### src/rtl/shift_deserializer.sv
// Serial-to-parallel word capture with selectable bit order and a one-word output hold.
// A completed word is held until acknowledged; bits arriving meanwhile raise a sticky overrun.
module shift_deserializer #(
  parameter int unsigned WIDTH = 16,
  parameter int unsigned CW    = $clog2(WIDTH) + 1
) (
  input  logic             clk,
  input  logic             rst,
  input  logic [1:0]       s,
  input  logic             start,
  input  logic             serial_in,
  input  logic             bit_valid,
  input  logic             word_ack,
  output logic [WIDTH-1:0] outputreg,
  output logic             word_valid,
  output logic             busy,
  output logic [CW-1:0]    bit_count,
  output logic             overrun
);

  typedef enum logic [1:0] {StIdle, StShift, StHold} state_e;

  state_e           state_q, state_d;
  logic [WIDTH-1:0] shreg_q, shreg_d;
  logic [WIDTH-1:0] out_q, out_d;
  logic [CW-1:0]    cnt_q, cnt_d;
  logic             lsb_q, lsb_d;
  logic             valid_q, valid_d;
  logic             ovr_q, ovr_d;
  logic             busy_q, busy_d;
  logic [WIDTH-1:0] shifted;

  assign shifted = lsb_q ? {serial_in, shreg_q[WIDTH-1:1]} : {shreg_q[WIDTH-2:0], serial_in};

  always_comb begin
    state_d = state_q;
    shreg_d = shreg_q;
    out_d   = out_q;
    cnt_d   = cnt_q;
    lsb_d   = lsb_q;
    valid_d = valid_q;
    ovr_d   = ovr_q;
    unique case (state_q)
      StIdle: begin
        if (start && (s == 2'b01 || s == 2'b10)) begin
          lsb_d   = (s == 2'b01);
          shreg_d = '0;
          cnt_d   = '0;
          ovr_d   = 1'b0;
          state_d = StShift;
        end
      end
      StShift: begin
        // Abort wins over a bit arriving on the same edge.
        if (s == 2'b11) begin
          shreg_d = '0;
          cnt_d   = '0;
          state_d = StIdle;
        end else if (bit_valid) begin
          shreg_d = shifted;
          cnt_d   = cnt_q + CW'(1);
          if (cnt_q == CW'(WIDTH - 1)) begin
            out_d   = shifted;
            valid_d = 1'b1;
            state_d = StHold;
          end
        end
      end
      StHold: begin
        if (bit_valid) begin
          ovr_d = 1'b1;
        end
        if (word_ack || s == 2'b11) begin
          valid_d = 1'b0;
          cnt_d   = '0;
          state_d = StIdle;
        end
      end
      default: state_d = StIdle;
    endcase
    busy_d = (state_d == StShift);
  end

  always_ff @(posedge clk or negedge rst) begin
    if (!rst) begin
      state_q <= StIdle;
      shreg_q <= '0;
      out_q   <= '0;
      cnt_q   <= '0;
      lsb_q   <= 1'b0;
      valid_q <= 1'b0;
      ovr_q   <= 1'b0;
      busy_q  <= 1'b0;
    end else begin
      state_q <= state_d;
      shreg_q <= shreg_d;
      out_q   <= out_d;
      cnt_q   <= cnt_d;
      lsb_q   <= lsb_d;
      valid_q <= valid_d;
      ovr_q   <= ovr_d;
      busy_q  <= busy_d;
    end
  end

  assign outputreg  = out_q;
  assign word_valid = valid_q;
  assign busy       = busy_q;
  assign bit_count  = cnt_q;
  assign overrun    = ovr_q;

endmodule

### config.mk
export PLATFORM = sky130hd
export DESIGN_NAME = shift_deserializer
export DESIGN_NICKNAME = d
export VERILOG_FILES = /design/src/rtl/shift_deserializer.sv
export SDC_FILE = /design/constraint.sdc
export NUM_CORES = 1
export LEC_CHECK = 0
export CORE_MARGIN = 1.5
export CORE_UTILIZATION = 37
export DETAILED_ROUTE_END_ITERATION = 12
export PLACE_DENSITY = 0.66
export SLEW_MARGIN = 40
export SYNTH_ARGS = -nofsm -noshare
export SYNTH_HDL_FRONTEND = slang
export SYNTH_SLANG_ARGS = --single-unit
### constraint.sdc
create_clock -name clk -period 1.6 [get_ports clk]
set_input_delay 0.48 -clock clk [delete_from_list [all_inputs] [get_ports clk]]
set_output_delay 0.48 -clock clk [all_outputs]
set_load 0.01 [all_outputs]
==> results.toml <==
[synth]
postSynthAreaPerCell_um2 = 12.1
ys_ff_latch = 43
yosys_warnings = 0
syn_inst = 171
syn_area_um2 = 2070
yosysUniqueCellTypes = 32
seq_area_frac_synth = 0.520
syn_nets = 183

[grt]
grt_pass1_wl_um = 7130
grt_overflow_total = 0
grt_start_max_net_pins = 18
track_usage = 0.150
antenna_found_initial = 0
grt_pass1_vias = 1485

[setup_path]
critical-path-slowest-cell = "dfrtp_1"
crit_path_start = "bit_count[1]"
critPathMaxFanout = 4
cp_data_arrival_time_ns = 1.73
r2r-start = "bit_count[1]"
path_common_cell = "and3_4"
cp.required_ns = 1.78
cp_slowest_stage_delay_ns = 0.36
cp_top_family = "simple AND/OR/NAND/NOR gates"
worstSetupEndpointType = "register"
crit_chain = "ha_2 > and3_4 > ha_4 > and3_4 > mux2_4"
worstSetupPathType = "register to register"
crit_buf_inv = 0
start_kind = "register"

[finish]
fillers = 500
nNetsFinal = 234
layout-drive-gt1-share = 0.233
n_antenna_cell = 0
multi_input_area_um2 = 938
final_cell_mix = "43 x dfrtp_1, 29 x mux2i_1, 23 x dlygate4sd2_1"
register_area_um2 = 1080
area_growth_syn_to_layout_pct = 33.7
final_cell_area_um2 = 2770
final_common_cell = "dfrtp_1"

[floorplan]
die_h_um = 77.8
die_w_um = 77.8
io_pins = 32
die-area_um2 = 6050
rows = 27
initial_core_util = 0.380
coreArea_um2 = 5440

[detailed_routing]
via_per_inst = 5.00
route.vias.total = 1476
remaining_drc_errors = 0
antenna_left = 0
wirelength_um = 4080
drt-pass1-iter-count = 4
wl_per_cell_um = 13.8
drt_iter0_drc = 28

[place]
routabilityCongestion = 0.739
place_area_um2 = 2630
post-place-ws_ns = -0.679
dp_hpwl_um = 2940
numPortBuffers = 31

[clock_network]
cts_hold_buf = 0
clock_latency_ns = 0.30
htree_num_levels = 2
cts.sinks = 43
cts_buffers = 5
cts_tree = "built"
cts-root-buf = "clkbuf_8"
clkTransAtPathRegs_ns = 0.10
clockBufferDepth = 2

[power_and_ir_drop]
p_seq_frac = 0.474
combPwrFrac = 0.245
finalPower_mw = 2.54
p_leak_nw = 1.24
powerDensity_nw_per_um2 = 917
p_switching_uw = 748
p_clk_frac = 0.281
p_int_mw = 1.79
switching_share = 0.295
ir_drop_uv = 534

[run_status]
outcome = "complete, no violations"

[timing]
hold_slack_ns = 0.0910
setup_slack_ns = 0.0524
fin_crit_sh = 0.967
worst_pin_slew_ns = 0.413
setup_viol = 0
slew-limit-headroom = 0.725
setup_tns_ns = 0
clock_skew_ns = 0.0154
drv_slew = 0
rsz0062_at_grt = "yes"
max_freq_ghz = 0.646
fin_crit_ns = 1.55
hold_viol_final = 0

[min_path]
hold_path_class = "input port to async pin"

[flow_run]
cap_viol_max_count = 0
## Yosys cell counts (all sizes together)
cell	count	share of area
dfrtp	43	0.52
nor3b	2	0.013
or3b	1	0.0042
nand4	1	0.0030
nand4b	1	0.0042
a21oi	6	0.015
a21boi	1	0.0036
inv	18	0.033
and3	2	0.0085
o21ai	11	0.027
a2bb2oi	3	0.013
nor4b	1	0.0042
and3b	1	0.0042
mux2	5	0.027
mux2i	29	0.14
a211o	2	0.0085
nand4bb	1	0.0054
nor2	4	0.0073
nor4bb	1	0.0048
nand2b	3	0.0091
o2bb2ai	14	0.059
nor2b	3	0.0091
o21a	1	0.0036
a32o	2	0.0097
buf	7	0.031
ha	4	0.024
clkbuf	3	0.0054
a21o	1	0.0036
## worst register-to-register path: cells and delay by family (launching register included)
kind / cells / cell delay, ns
DFF: 1 / 0.36
and+or+nand+nor: 2 / 0.43
muxes: 1 / 0.31
adders and majority gates: 2 / 0.34
## layer usage
metal,part of all wire,GRT usage,vias up
met5,0,0,-
met4,0.017,0.0655,0
met3,0.034,0.0282,6
met2,0.48,0.243,25
met1,0.47,0.194,729
li1,-,-,716
## what timing repair did
| action | CTS | global route |
|---|---|---|
| endpoints found under the hold margin | 0 | 0 |
| setup buffers | 3 | 1 |
| setup endpoints to repair | 65 | 35 |
| resized for setup | 37 | 7 |
| pin swaps | 5 | 3 |
## path summary, 6_finish.rpt
check                                     end  slack (ns)  cells past startpoint
worst max-delay path            outputreg[14]        0.05                      5
worst min-delay path             outputreg[6]        0.09                      1
worst max register to register  outputreg[14]        0.05                      5
worst min register to register    shreg_q[15]        0.49                      1
max in group asynchronous         shreg_q[12]        0.99                      2
min in group clk                  shreg_q[15]        0.49                      1
## power groups by stage
stage / sequential, mW / combinational (mW) / clock [mW]
5_1_grt: 1.21 / 0.677 / 0.791
4_1_cts: 1.20 / 0.622 / 0.731
3_5_place_dp: 1.23 / 0.602 / 0
6_report: 1.20 / 0.622 / 0.712
2_1_floorplan: 1.22 / 0.339 / 0
3_3_place_gp: 1.22 / 0.599 / 0
## stage by stage
step / utilization / cells
after CTS: 0.504 / 294
final: 0.509 / 295
after global placement: 0.484 / 284
after detailed placement: 0.484 / 284
after floorplan: - / 171
after global routing: 0.509 / 295
## cell families (layout without fill, tap and decap cells)
group,Yosys count,after routing,synth area share
AO/OA/AOI/OAI,41,41,0.142
multiplexers,34,34,0.167
flip-flops,43,43,0.520
buffers and inverters,28,80,0.0695
adder cells (fa/ha/maj),4,4,0.0242
AND/OR/NAND/NOR,21,21,0.0768
## registers in the layout (all words and copies together), names as in the netlist
signal,cells
outputreg,16
shreg_q,16
bit_count,5
state_q,2
busy,1
lsb_q,1
overrun,1
word_valid,1
## layout make-up
cell class | instances | share of cell area
multi-input combinational | 100 | 0.339
tap | 72 | 0.0326
timing repair buffer | 54 | 0.176
sequential | 43 | 0.389
clock buffer | 5 | 0.0249
inverter | 18 | 0.0289
clock inverter | 3 | 0.00905
Note: power is estimated with default switching activity, not from simulation.
